==> src/rtl/pipelined_sum_acc_if.sv <==
// Operand/result bundle for pipelined_sum_acc: the source drives operands and
// controls, the sum pipeline drives results and accumulator state.
interface pipelined_sum_acc_if #(
    parameter int DW = 4,
    parameter int AW = 8
);
    logic          valid_in;
    logic          hold;
    logic          sel;
    logic [1:0]    mode;
    logic [DW-1:0] data_a;
    logic [DW-1:0] data_b;
    logic [DW-1:0] data_c;
    logic [DW-1:0] data_d;
    logic [DW+1:0] data_out1;
    logic [DW+1:0] data_out2;
    logic          valid_out;
    logic [AW-1:0] acc_out;
    logic          acc_sat;

    modport master (
        output valid_in, hold, sel, mode, data_a, data_b, data_c, data_d,
        input  data_out1, data_out2, valid_out, acc_out, acc_sat
    );

    modport slave (
        input  valid_in, hold, sel, mode, data_a, data_b, data_c, data_d,
        output data_out1, data_out2, valid_out, acc_out, acc_sat
    );
endinterface

==> src/rtl/pipelined_sum_acc.sv <==
// Three-stage unsigned adder tree (a+b, +c, +d) with a saturating accumulator
// fed by the selected sum as it lands in the output stage.
module pipelined_sum_acc #(
    parameter int DW = 4,
    parameter int AW = 8
) (
    input  logic                 clk,
    input  logic                 reset,
    pipelined_sum_acc_if.slave   bus
);
    localparam int SW = DW + 2;

    typedef struct packed {
        logic [DW:0]   s1;
        logic [DW-1:0] c;
        logic [DW-1:0] d;
        logic          sel;
        logic [1:0]    mode;
    } st1_t;

    typedef struct packed {
        logic [SW-1:0] s2;
        logic [DW:0]   s1;
        logic [DW-1:0] d;
        logic          sel;
        logic [1:0]    mode;
    } st2_t;

    st1_t          st1;
    st2_t          st2;
    logic [3:1]    vld_pipe;
    logic [SW-1:0] out1, out2, out1_next;
    logic [AW-1:0] acc, acc_next;
    logic          sat, sat_next;
    logic [AW:0]   acc_sum;

    // One extra bit on the sum so a carry out of the accumulator is seen exactly.
    always_comb begin
        out1_next = st2.sel ? SW'(st2.s1) : st2.s2 + SW'(st2.d);
        acc_sum   = {1'b0, acc} + (AW+1)'(out1_next);
        acc_next  = acc;
        sat_next  = sat;
        case (st2.mode)
            2'b01: begin
                if (acc_sum[AW]) begin
                    acc_next = '1;
                    sat_next = 1'b1;
                end else begin
                    acc_next = acc_sum[AW-1:0];
                end
            end
            2'b10: begin
                acc_next = AW'(out1_next);
                sat_next = 1'b0;
            end
            default: ;
        endcase
    end

    always_ff @(posedge clk or negedge reset) begin
        if (!reset) begin
            st1      <= '0;
            st2      <= '0;
            vld_pipe <= '0;
            out1     <= '0;
            out2     <= '0;
            acc      <= '0;
            sat      <= 1'b0;
        end else if (!bus.hold) begin
            st1.s1   <= (DW+1)'(bus.data_a) + (DW+1)'(bus.data_b);
            st1.c    <= bus.data_c;
            st1.d    <= bus.data_d;
            st1.sel  <= bus.sel;
            st1.mode <= bus.mode;
            st2.s2   <= SW'(st1.s1) + SW'(st1.c);
            st2.s1   <= st1.s1;
            st2.d    <= st1.d;
            st2.sel  <= st1.sel;
            st2.mode <= st1.mode;
            vld_pipe <= {vld_pipe[2:1], bus.valid_in};
            out2     <= st2.s2;
            out1     <= out1_next;
            // Data registers load every cycle; only the accumulator is gated on valid.
            if (vld_pipe[2]) begin
                acc <= acc_next;
                sat <= sat_next;
            end
        end
    end

    assign bus.data_out1 = out1;
    assign bus.data_out2 = out2;
    assign bus.valid_out = vld_pipe[3];
    assign bus.acc_out   = acc;
    assign bus.acc_sat   = sat;
endmodule

==> src/flat_wrapper.sv <==
// flat-port wrapper written by rule: the top's interface ports become plain ports
module pipelined_sum_acc_flat 
#(
    parameter int DW = 4,
    parameter int AW = 8
)
  (clk, reset, bus_valid_in, bus_hold, bus_sel, bus_mode, bus_data_a, bus_data_b, bus_data_c, bus_data_d, bus_data_out1, bus_data_out2, bus_valid_out, bus_acc_out, bus_acc_sat);
  pipelined_sum_acc_if #(.DW(DW), .AW(AW)) bus_i ();
  input  logic clk;
  input  logic reset;
  input wire logic [$bits(bus_i.valid_in)-1:0] bus_valid_in;
  input wire logic [$bits(bus_i.hold)-1:0] bus_hold;
  input wire logic [$bits(bus_i.sel)-1:0] bus_sel;
  input wire logic [$bits(bus_i.mode)-1:0] bus_mode;
  input wire logic [$bits(bus_i.data_a)-1:0] bus_data_a;
  input wire logic [$bits(bus_i.data_b)-1:0] bus_data_b;
  input wire logic [$bits(bus_i.data_c)-1:0] bus_data_c;
  input wire logic [$bits(bus_i.data_d)-1:0] bus_data_d;
  output wire logic [$bits(bus_i.data_out1)-1:0] bus_data_out1;
  output wire logic [$bits(bus_i.data_out2)-1:0] bus_data_out2;
  output wire logic [$bits(bus_i.valid_out)-1:0] bus_valid_out;
  output wire logic [$bits(bus_i.acc_out)-1:0] bus_acc_out;
  output wire logic [$bits(bus_i.acc_sat)-1:0] bus_acc_sat;
  assign bus_i.valid_in = bus_valid_in;
  assign bus_i.hold = bus_hold;
  assign bus_i.sel = bus_sel;
  assign bus_i.mode = bus_mode;
  assign bus_i.data_a = bus_data_a;
  assign bus_i.data_b = bus_data_b;
  assign bus_i.data_c = bus_data_c;
  assign bus_i.data_d = bus_data_d;
  assign bus_data_out1 = bus_i.data_out1;
  assign bus_data_out2 = bus_i.data_out2;
  assign bus_valid_out = bus_i.valid_out;
  assign bus_acc_out = bus_i.acc_out;
  assign bus_acc_sat = bus_i.acc_sat;
  pipelined_sum_acc #(.DW(DW), .AW(AW)) u_core (.clk(clk), .reset(reset), .bus(bus_i));
endmodule
==> config.mk <==
export PLATFORM = sky130hd
export DESIGN_NAME = pipelined_sum_acc_flat
export DESIGN_NICKNAME = d
export VERILOG_FILES = /design/src/rtl/pipelined_sum_acc_if.sv /design/src/rtl/pipelined_sum_acc.sv /design/src/flat_wrapper.sv
export SDC_FILE = /design/constraint.sdc
export NUM_CORES = 1
export LEC_CHECK = 0
export ABC_CLOCK_PERIOD_IN_PS = 4100
export BUFFER_PORTS_ARGS = -buffer_cell sky130_fd_sc_hd__buf_4
export CAP_MARGIN = 20
export CORE_MARGIN = 2
export CORE_UTILIZATION = 50
export CTS_CLUSTER_SIZE = 24
export DETAILED_ROUTE_END_ITERATION = 10
export HOLD_SLACK_MARGIN = 0.1
export PLACE_DENSITY = 0.71
export REMOVE_ABC_BUFFERS = 1
export SKIP_CTS_REPAIR_TIMING = 1
export SYNTH_ARGS = -nofsm -noshare
export SYNTH_HDL_FRONTEND = slang
export SYNTH_SLANG_ARGS = --single-unit
==> constraint.sdc <==
create_clock -name clk -period 4.1 [get_ports clk]
set_input_delay 0.82 -clock clk [delete_from_list [all_inputs] [get_ports clk]]
set_output_delay 0.82 -clock clk [all_outputs]
set_load 0.02 [all_outputs]
* Word level (Yosys, flattened, before mapping)
Index checks and enable logic that the tools add are counted.
** Storage, ports and cells
- Memory bits (read-only) :: 0
- Memories :: 0
- Memory bits (writable) :: 0
- Bits in latches :: 0
- Input port bits :: 23
- Register bits after elaboration :: 58
- Word-level logic and storage cells :: 31
- Output and inout port bits :: 22
** Cells by class
- Shifts and indexed selects :: 0
- Div/mod/pow operators :: 0
- Equal/unequal tests :: 3
- Magnitude comparators :: 0
- Reduce and logical (&&, ||, !) cells :: 3
- Bitwise gates (word level) :: 1
- Multiply operators :: 0
- Multiplexer cells :: 5
- Add/sub/neg operators :: 4
** Operators with widths (count)
- one-hot mux 8 bit (2 select lines) :: 1
- adder 8 x 6 -> 9 bit :: 1
- 2-to-1 mux 8 bit :: 1
- adder 5 x 4 -> 6 bit :: 1
- adder 6 x 4 -> 6 bit :: 1
- 2-to-1 mux 6 bit :: 1
- adder 4 x 4 -> 5 bit :: 1
- AND reduction 4 bit :: 1
- AND reduction 3 bit :: 1
- equality test 2 x 1 -> 1 bit (second input constant) :: 1
- equality test 2 bit (second input constant) :: 1
- != test 2 x 1 -> 1 bit (second input constant) :: 1
- one-hot mux 1 bit (2 select lines) :: 1
- nonzero test 2 bit :: 1
- 2-to-1 mux 1 bit :: 1
- inverter 1 bit :: 1

* Logic depth before layout (Yosys ltp)
Gate-level depths: netlist of run 1.
- Word-level depth :: 5
- Depth in mapped cells :: 12
- Depth with buffers taken out :: 12

* Worst setup path before layout of run 1
Ideal clock, no wire load.
- Path kind :: register to register
- From :: register u_core.st2[3] (netlist name)
- To :: register u_core.sat, in the netlist u_core.bus.acc_sat
- Data required time :: 3972 ps
- Period minus slack after synthesis :: 2509 ps
- Path slack :: 1591 ps
- Path buffers :: 0
- Data arrival time :: 2381 ps
- Stages on the path, launching flop included :: 11
- Setup time :: 128 ps
- Path through :: dfrtp_1 > ha_1 > inv_1 > fa_1 > mux2i_1 > fa_1 > nand3_1 > nand2_1 > nand3_1 > a31oi_1 > mux2_1
** On the way
- Cells in the longest elaborated chain, start to end :: 5
** RTL lines
- from (decl) :: RTL line pipelined_sum_acc.sv:30 : st2_t st2;
- adder 6 x 4 -> 6 bit :: RTL line pipelined_sum_acc.sv:39 : out1_next = st2.sel ? SW'(st2.s1) : st2.s2 + SW'(st2.d);
- 2-to-1 mux 6 bit :: RTL line pipelined_sum_acc.sv:39
- via u_core.out1_next[1] :: RTL line pipelined_sum_acc.sv:32 : logic [SW-1:0] out1, out2, out1_next;
- adder 8 x 6 -> 9 bit :: RTL line pipelined_sum_acc.sv:40 : acc_sum = {1'b0, acc} + (AW+1)'(out1_next);
- != test 2 x 1 -> 1 bit (no line)
- AND reduction 4 bit (no line)
- to (signal assigned) :: RTL line pipelined_sum_acc.sv:86 : sat <= sat_next;
- to (decl) :: RTL line pipelined_sum_acc.sv:34 : logic sat, sat_next;
The timed path passes the listed nets, and every way through them passes these cells.
A chain may end at the register's enable or synchronous reset.

* Final worst setup path of run 1
- From :: register u_core.st2[12] (netlist name)
- To :: register u_core.acc[7], in the netlist u_core.bus.acc_out[7]
** On the way
- Cells in the longest elaborated chain, start to end :: 5
** RTL lines
- adder 6 x 4 -> 6 bit :: RTL line pipelined_sum_acc.sv:39
- 2-to-1 mux 6 bit :: RTL line pipelined_sum_acc.sv:39
- via u_core.out1_next[2] :: RTL line pipelined_sum_acc.sv:32
- adder 8 x 6 -> 9 bit :: RTL line pipelined_sum_acc.sv:40
- 2-to-1 mux 8 bit :: RTL line pipelined_sum_acc.sv:45 : if (acc_sum[AW]) begin
- one-hot mux 8 bit (2 select lines) :: RTL line pipelined_sum_acc.sv:43 : case (st2.mode)
- to (signal assigned) :: RTL line pipelined_sum_acc.sv:85 : acc <= acc_next;
- to (decl) :: RTL line pipelined_sum_acc.sv:33 : logic [AW-1:0] acc, acc_next;
The timed path passes the listed nets, and every way through them passes these cells.

==> metrics.cfg, run 1 <==
[run_status]
status = finished clean

[synthesis]
yosysTopAreaCell = dfrtp_1
yosysTopAreaCellShare = 0.474
synth-edff-count = 0
synthFlopType = dfrtp_1
yosysWarnings = 0
yosys-top-cells-count = dfrtp_1, mux2_2, ha_1
synth_most_common_cell = dfrtp_1
syn_avg_cell_area_um2 = 11.6
syn-instance-count = 263
synthesis.area_um2 = 3060
synth_area_leaders = dfrtp_1, mux2_2, ha_1, fa_1, inv_1
synth-seq-cells = 58
yosysSeqAreaShare = 0.474
synth.distinct_cells = 42
async_flop_share = 1.00

[global_routing]
grt_max_degree = 63
grt_pass1_vias = 2093
grt_antenna_before_repair = 0
grt_pass1_wl_um = 9650
grt_use_total = 0.191
grt-ovfl-total = 0

[clock_network]
clk_path_buf_depth = 2
cts_tree = yes
cts_sinks = 58
cts.clk_slew.worst_paths_ns = 0.06
cts_max_level = 3
clock_latency_ns = 0.34
cts_made_buffers = 9
root_buffer = clkbuf_8

[setup_path]
critPathRequiredTime_ns = 4.32
cp_max_fo = 4
cpMaxStageDelayCell = fa_1
critical_path_arrival_ns = 3.14
critPathBufInv = 1
critical_path.cell_chain = ha_1 > inv_1 > fa_1 > xor2_1 > o21ai_1 > ha_1 > nand3_1 > nand2_1 > a31o_2 > nor4b_1 > nor3_1
path_common_cell = ha_1
crit_family = adder cells
endpoint_kind = register
critPathKind = reg2reg
critical-path-max-stage-delay_ns = 0.44
startpoint_type = register

[timing]
fin_ws_ns = 1.18
setup_tns_ns = 0
timing.final.hold_violations = 0
rsz0062_at_grt = no
setup_violations = 0
tightest_slew_ns = 0.737
worst_clock_skew_ns = 0.00497
max_slew_margin = 0.509
final.min_clock_period_ns = 2.92
fin_crit_sh = 0.713
max_freq_ghz = 0.342
maxSlewViolCount = 0

[finish]
drive_gt1_frac = 0.339
fillCellCount = 492
areaGrowthSynthToFinish_pct = 19.1
nets = 357
antenna_cells = 0

[placement]
dp_hpwl_um = 3990
place_congestion = 0.897
portBuffers = 44
post-place-ws_ns = 1.24

[routing]
vias = 2105
firstDrtPassIters = 4
drtIter0Drc = 74
drc_errors = 0
via_per_inst = 5.43
drt-total-wl_um = 5780
ant_nets = 0
wl_per_cell_um = 14.9

[pwr]
power_leakage_uw = 0.00174
p_per_area_nw_per_um2 = 686
total_power_uw = 2500
vdd_drop_max_mv = 0.458

[run]
maxCapViolCount = 0

[floorplan]
dieWidth_um = 82.3
boundaryPins = 45
design.die.area_um2 = 6770
num_rows = 28
core-area_um2 = 5920
start_util = 0.517
fp.dieH_um = 82.3

[worst_hold_path]
hold_class = reg2reg

cell usage in the layout, fill, tap and decap left out, drive strengths merged, types with 4 or more instances in the layout:
cell type / instances
a21o: 5
a21oi: 13
buf: 44
clkbuf: 13
dfrtp: 58
fa: 4
ha: 21
inv: 19
mux2: 39
nand2: 18
nand3: 8
nor2: 6
nor2b: 4
o21ai: 16
xor2: 8
registers in the layout (all words and copies together) (netlist names):
signal and flops:
u_core.st2 18, u_core.st1 16, u_core.bus.acc_out 8, u_core.bus.data_out1 6
u_core.bus.data_out2 6, u_core.vld_pipe 3, u_core.bus.acc_sat 1
cells by family (layout without fill, tap and decap cells):
logic type | after synthesis | after routing | share of synthesized area
buffers and inverters | 28 | 78 | 0.0376
AND/OR/NAND/NOR | 52 | 52 | 0.0923
XOR/XNOR | 11 | 11 | 0.0315
flip-flops | 58 | 58 | 0.474
adder cells (fa/ha/maj) | 25 | 25 | 0.112
multiplexers | 42 | 42 | 0.154
AO/OA/AOI/OAI | 47 | 47 | 0.0984
final cells by class:
cell class,instances,area (um2),area share
clock inverters,2,35.0,0.00961
clock buffers,13,169,0.0463
repair buffers,44,330,0.0906
inverters,19,71.3,0.0196
multi-input cells,177,1500,0.410
flip-flops and latches,58,1450,0.398
well taps,75,93.8,0.0257
metal layers:
layer,part of all wire,track usage,vias to the layer above
li1,-,-,1018
met1,0.45,0.242,1038
met2,0.49,0.312,44
met3,0.049,0.0522,5
met4,0.011,0.0733,0
met5,0,0,-
worst min-delay path, stage by stage (launching register included):
cell and delay (ns):
dfrtp_1 0.34, nand2_1 0.05, o21ai_0 0.06
worst paths after layout:
| kind | slack [ns] | end | cells after the start | startpoint |
|---|---|---|---|---|
| worst max-delay path | 1.18 | u_core.bus.acc_out[7] | 11 | u_core.st2[12] |
| worst min-delay path | 0.49 | u_core.st2[8] | 2 | u_core.st2[8] |
| worst max register to register | 1.18 | u_core.bus.acc_out[7] | 11 | u_core.st2[12] |
| worst min register to register | 0.49 | u_core.st2[8] | 2 | u_core.st2[8] |
| max in group asynchronous | 3.07 | u_core.st1[15] | 1 | reset |
| min in group asynchronous | 0.54 | u_core.bus.acc_out[3] | 1 | reset |
through the flow:
step           hold WS [ns]  instance area [um2]  instances  utilization
2_1_floorplan         0.447                 3020        254            -
3_3_place_gp          0.475                 3440        373        0.582
3_5_place_dp          0.472                 3440        373        0.582
4_1_cts               0.490                 3650        388        0.616
5_1_grt               0.516                 3650        388        0.616
6_report              0.485                 3650        388        0.616
power breakdown:
part | switching, uW | leakage, uW | total, uW | internal (uW)
clock network | 223 | 0.000106 | 550 | 326
registers | 134 | 0.000690 | 859 | 725
logic | 578 | 0.000941 | 1090 | 516
total | 935 | 0.00174 | 2500 | 1570
No activity file was read; power rests on OpenSTA's default activity.
==> run 2, diff against run 1 <==
- ABC_AREA: not set -> 1
- ABC_CLOCK_PERIOD_IN_PS: 4100 -> 2500
- PLACE_DENSITY: 0.71 -> 0.74
- clock period: 4.1 -> 2.5 ns (I/O delays scaled with it)
==> run 2 against run 1 <==
Worst hold slack worse by 0.28 ns. Synthesized cell count is 52% higher. Total power is 60% higher. Sequential power is 49% higher. Register-to-register slack worse by 1.1 ns. Highest routed layer unchanged.
==> metrics.cfg, run 2 <==
[timing]
worst_clock_skew_ns = 0.0124  ; +0.00742 ns
timing.final.hold_violations = 0  ; unchanged
final.min_clock_period_ns = 2.45  ; -0.475 ns
setup_violations = 0  ; unchanged
rsz0062_at_grt = yes
fin_ws_ns = 0.0507  ; -1.12 ns
hold_slack_ns = 0.208  ; -0.277 ns
maxSlewViolCount = 0  ; unchanged
max_slew_margin = 0.502  ; -0.00620
max_freq_ghz = 0.408  ; +19%
tightest_slew_ns = 0.746  ; +0.00930 ns
fin_crit_sh = 0.980  ; +0.266

[setup_path]
critical_path.cell_chain = ha_2 > inv_2 > fa_2 > o21ai_4 > fa_2 > nand3_2 > nand2_4 > a21oi_4 > nand2_2 > nor2_1 > o21ai_1
startpoint_type = register
crit_path_start = u_core.st2[12]
endpoint_kind = register
critical-path-max-stage-delay_ns = 0.59  ; +0.15 ns
cp_num_cells = 11  ; unchanged
critPathRequiredTime_ns = 2.72  ; -1.60 ns
critPathKind = reg2reg
path_common_cell = fa_2
crit_family = adder cells
cpMaxStageDelayCell = fa_2
cp_max_fo = 6  ; +2
r2r-start = u_core.st2[12]
critPathBufInv = 1  ; unchanged
r2r_setup_slack_ns = 0.05  ; -1.12 ns
critical_path_arrival_ns = 2.67  ; -0.47 ns
reg2reg_depth = 11  ; unchanged

[synthesis]
yosysTopAreaCellShare = 0.453  ; -0.0209
syn-instance-count = 399  ; +52%
synth-edff-count = 0  ; unchanged
syn_avg_cell_area_um2 = 8.03  ; -31%
synth.distinct_cells = 32  ; -24%
synth_most_common_cell = nand2_1
yosysSeqAreaShare = 0.453  ; -0.0209
yosys-top-cells-count = nand2_1, dfrtp_1, inv_1
synthFlopType = dfrtp_1
yosysTopAreaCell = dfrtp_1
synthesis.area_um2 = 3200  ; +4.6%
async_flop_share = 1.00  ; unchanged
synth_area_leaders = dfrtp_1, nand2_1, ha_1, inv_1, o21ai_0
synth-seq-cells = 58  ; unchanged
yosysWarnings = 0  ; unchanged

[clock_network]
cts.clk_slew.worst_paths_ns = 0.06  ; about the same
cts_made_buffers = 9  ; unchanged
root_buffer = clkbuf_8
cts_sinks = 58  ; unchanged
clk_path_buf_depth = 2  ; unchanged
cts_max_level = 3  ; unchanged
cts_tree = yes
clock_latency_ns = 0.34  ; about the same

[global_routing]
grt_max_degree = 59  ; -6.3%
grt_use_total = 0.220  ; +0.0285
grt_pass1_wl_um = 12400  ; +28%
grt_antenna_before_repair = 0  ; unchanged
grt_pass1_vias = 2733  ; +31%
grt-ovfl-total = 0  ; unchanged

[run_status]
status = finished clean

[finish]
top_register = u_core.st2
largest_register_ffs = 18  ; unchanged
drive_gt1_frac = 0.265  ; -0.0740
areaGrowthSynthToFinish_pct = 27.0
nets = 504  ; +41%
antenna_cells = 0  ; unchanged
final_cell_mix = nand2_1, dfrtp_1, buf_4, inv_1, o21ai_0
final_common_cell = nand2_1
final_util = 0.648  ; +0.0324

[pwr]
power_leakage_uw = 0.00214  ; +23%
p_int_uw = 2490  ; +59%
p_per_area_nw_per_um2 = 983  ; +43%
p_comb_frac = 0.438  ; about the same
p_clk_frac = 0.241  ; +0.021
vdd_drop_max_mv = 0.712  ; +56%
p_sw_uw = 1510  ; +62%
p_sw_frac = 0.378  ; +0.00422
p_seq_frac = 0.321  ; -0.022

[routing]
drt-total-wl_um = 7420  ; +28%
drc_errors = 0  ; unchanged
wl_per_cell_um = 13.8  ; -7.4%
firstDrtPassIters = 4  ; unchanged
ant_nets = 0  ; unchanged
via_per_inst = 5.14  ; -5.3%
drtIter0Drc = 110  ; +49%
vias = 2765  ; +31%

[floorplan]
boundaryPins = 45  ; unchanged
design.die.area_um2 = 7070  ; +4.4%
dieWidth_um = 84.1  ; +2.2%
start_util = 0.510  ; -0.00686
core-area_um2 = 6280  ; +6.0%
fp.dieH_um = 84.1  ; +2.2%
num_rows = 29  ; +3.6%

[run]
maxCapViolCount = 0  ; unchanged

[placement]
portBuffers = 44  ; unchanged
dp_hpwl_um = 5000  ; +25%
post-place-ws_ns = -0.196  ; -1.43 ns
place_congestion = 0.850  ; -5.2%

[worst_hold_path]
hold_class = in2async

-- run 2: logic make-up after synthesis --
family	after synthesis	share of synthesized area
buffers and inverters	56	0.0699
AOI/OAI and AO/OA	51	0.0937
adders and majority gates	25	0.107
and+or+nand+nor	206	0.268
xor gates and xnor gates	3	0.00820
DFF	58	0.453
-- run 2: worst register-to-register path, stage by stage, from the launching register on --
cell and delay, ns:
dfrtp_1 0.35, ha_2 0.19, inv_2 0.04, fa_2 0.59, o21ai_4 0.08, fa_2 0.38
nand3_2 0.12, nand2_4 0.08, a21oi_4 0.25, nand2_2 0.08, nor2_1 0.11, o21ai_1 0.06
-- run 2: routing by layer --
layer  global-route usage  vias to the layer above  part of all wire
met5                    0                        -                 0
met4                0.110                        0             0.022
met3               0.0297                       18             0.046
met2                0.352                       73              0.48
met1                0.292                     1294              0.45
li1                     -                     1380                 -
-- run 2: power groups by stage --
| stage | clock (uW) | sequential (uW) | combinational, uW |
|---|---|---|---|
| floorplan | 0 | 1370 | 804 |
| global placement | 0 | 1270 | 1410 |
| detailed placement | 0 | 1280 | 1440 |
| CTS | 983 | 1260 | 1450 |
| global route | 1020 | 1310 | 1940 |
| finish | 966 | 1280 | 1750 |
-- run 2: cell type report --
type                    count  area, um2
fillers                   540       2210
multi-input cells         285       1710
flip-flops and latches     58       1450
repair buffers             57        428
inverters                  45        169
clock buffers              11        141
well taps                  77       96.3
clock inverters             5       77.6
-- run 2: through the flow --
step | power [uW] | area, um2 | cells | setup TNS [ns]
after floorplan | 2170 | 3150 | 388 | 0
after global placement | 2680 | 3650 | 519 | -0.806
after detailed placement | 2710 | 3650 | 519 | -1.13
after CTS | 3690 | 3870 | 535 | -1.38
after global routing | 4260 | 4070 | 538 | -0.188
final | 4000 | 4070 | 538 | 0
-- run 2: path summary, 6_finish.rpt --
kind,to
worst max-delay path,u_core.bus.acc_out[0]
worst min-delay path,u_core.st1[6]
worst max register to register,u_core.bus.acc_out[0]
worst min register to register,u_core.vld_pipe[3]
max in group asynchronous,u_core.st1[3]
min in group clk,u_core.vld_pipe[1]
==> run 3, diff against run 2 <==
- ABC_AREA: 1 -> not set
==> run 3 against run 2 <==
The flow now finishes with violations (setup timing). First-iteration DRC count shrank 19%. Sequential share of layout area increased by 0.39 points. Die area fell by 4.2%. Sequential cell count unchanged. Clock skew is 0.0077 ns lower. Critical path depth grew 1. Combinational power rose by 50%. Final area decreased by 1.1%. Wire length decreased by 13%. Non-clock buffer count up 14. Global-route usage is 1.1 points lower. Total power grew 20%. Largest cell class unchanged.
==> metrics.cfg, run 3 (synthesized netlist as in run 1, its figures left out) <==
[floorplan]
boundaryPins = 45  ; unchanged
start_util = 0.517  ; +0.00686
num_rows = 28  ; -3.4%
design.die.area_um2 = 6770  ; -4.2%
core-area_um2 = 5920  ; -5.7%
dieWidth_um = 82.3  ; -2.1%
fp.dieH_um = 82.3  ; -2.1%

[finish]
antenna_cells = 0  ; unchanged
fillCellCount = 423  ; -22%
instances_no_fill = 416  ; -23%
areaGrowthSynthToFinish_pct = 31.5
final_common_cell = buf_4
top_register = u_core.st2
drive_gt1_frac = 0.487  ; +0.222
largest_register_ffs = 18  ; unchanged
nets = 384  ; -24%
ff_latch_area_um2 = 1450  ; unchanged
multiInputGateArea_um2 = 1700  ; -0.44%
final_cell_mix = buf_4, dfrtp_1, mux2_2, inv_1, nand2_1

[placement]
dp_cells = 395  ; -24%
dp_hpwl_um = 4380  ; -12%
portBuffers = 44  ; unchanged
place_congestion = 0.831  ; -2.2%

[timing]
max_slew_margin = 0.523  ; +0.0204
setup_violations = 9  ; +9
tightest_slew_ns = 0.716  ; -0.0306 ns
setup_tns_ns = -0.740  ; -0.740 ns
fin_crit_sh = 1.07  ; +0.0882
final.min_clock_period_ns = 2.67  ; +0.221 ns
max_freq_ghz = 0.375  ; -8.3%
hold_slack_ns = 0.204  ; -0.00435 ns
timing.final.hold_violations = 0  ; unchanged
maxSlewViolCount = 0  ; unchanged
fin_ws_ns = -0.170  ; -0.221 ns
rsz0062_at_grt = yes
worst_clock_skew_ns = 0.00472  ; -0.00767 ns

[clock_network]
clk_path_buf_depth = 2  ; unchanged
cts_max_level = 3  ; unchanged
root_buffer = clkbuf_8
clock_latency_ns = 0.35  ; about the same
cts_tree = yes
cts_made_buffers = 9  ; unchanged
cts_sinks = 58  ; unchanged
cts.clk_slew.worst_paths_ns = 0.07  ; about the same

[run]
maxCapViolCount = 0  ; unchanged

[setup_path]
endpoint_kind = register
cpMaxStageDelayCell = dfrtp_1
critical_path.cell_chain = ha_1 > a21oi_2 > o21bai_1 > xnor2_1 > o21ai_2 > ha_4 > a21oi_2 > nand2_2 > buf_6 > mux2i_2 > a2bb2oi_2 > mux2_4
critPathKind = reg2reg
crit_family = compound AO/OA/AOI/OAI gates
cp_max_fo = 3  ; -3
path_common_cell = a21oi_2
critical_path_arrival_ns = 2.90  ; +0.23 ns
startpoint_type = register
critPathBufInv = 1  ; unchanged
critical-path-max-stage-delay_ns = 0.39  ; -0.20 ns
critPathRequiredTime_ns = 2.73  ; about the same

[global_routing]
use_met3 = 0.0478  ; +0.0182
grt_use_total = 0.209  ; -0.0106
grt_antenna_before_repair = 0  ; unchanged
grt_pass1_wl_um = 10400  ; -16%
use_met1 = 0.250  ; -0.0423
grt_pass1_vias = 2317  ; -15%
grt-ovfl-total = 0  ; unchanged
grt_max_degree = 62  ; +5.1%
met2_usage = 0.346  ; -0.00612
top_usage_layer = met2

[routing]
drt-total-wl_um = 6470  ; -13%
drc_errors = 0  ; unchanged
vias = 2277  ; -18%
wl_per_cell_um = 15.6  ; +13%
via_per_inst = 5.47  ; +6.5%
drtIter0Drc = 89  ; -19%
firstDrtPassIters = 4  ; unchanged
ant_nets = 0  ; unchanged

[run_status]
status = finished, violations left
failed_checks = setup timing

[worst_hold_path]
hold_class = in2async

[pwr]
power_leakage_uw = 0.00188  ; -12%
vdd_drop_max_mv = 0.644  ; -9.6%
p_per_area_nw_per_um2 = 1190  ; +21%

[run 3: worst register-to-register path, cell delays in order (launching register included)]
cell       delay [ns]
dfrtp_1          0.39
ha_1             0.30
a21oi_2          0.16
o21bai_1         0.11
xnor2_1          0.16
o21ai_2          0.26
ha_4             0.25
a21oi_2          0.17
nand2_2          0.12
buf_6            0.14
mux2i_2          0.17
a2bb2oi_2        0.07
mux2_4           0.26
[run 3: worst paths after layout]
check | to | startpoint | cells after the start | slack [ns]
min in group clk | u_core.st1[7] | bus_data_c[0] | 2 | 0.38
setup reg to reg | u_core.bus.acc_out[4] | u_core.st2[13] | 12 | -0.17
hold / removal | u_core.bus.acc_out[1] | reset | 1 | 0.20
setup / recovery | u_core.bus.acc_out[4] | u_core.st2[13] | 12 | -0.17
hold reg to reg | u_core.st2[8] | u_core.st2[8] | 2 | 0.49
max in group asynchronous | u_core.st2[0] | reset | 1 | 1.81
[run 3: power breakdown]
| group | total, uW | switching [uW] | internal (uW) |
|---|---|---|---|
| clock | 751 | 375 | 376 |
| sequential | 1430 | 243 | 1190 |
| combinational | 2620 | 1240 | 1380 |
| total | 4810 | 1860 | 2950 |
[run 3: area by class of cell]
class	instances	area share
tap	75	0.0233
multi-input combinational	177	0.422
inverter	19	0.0177
clock inverter	6	0.00808
timing repair buffer	71	0.134
clock buffer	10	0.0342
sequential	58	0.360
[run 3: per-stage QoR]
stage               worst slack [ns]  total power [uW]  cell area, um2  utilization
finish                        -0.170              4810            4030        0.680
global route                  -0.243              5110            4030        0.680
CTS                           -0.375              4260            3780        0.638
detailed placement            -0.324              3500            3610        0.609
global placement              -0.202              3390            3610        0.609
floorplan                   -0.00864              2630            3020            -
[run 3: routing by layer]
| layer | up-vias | share of wire |
|---|---|---|
| met5 | - | 0 |
| met4 | 0 | 0.026 |
| met3 | 16 | 0.046 |
| met2 | 65 | 0.51 |
| met1 | 1127 | 0.42 |
| li1 | 1069 | - |
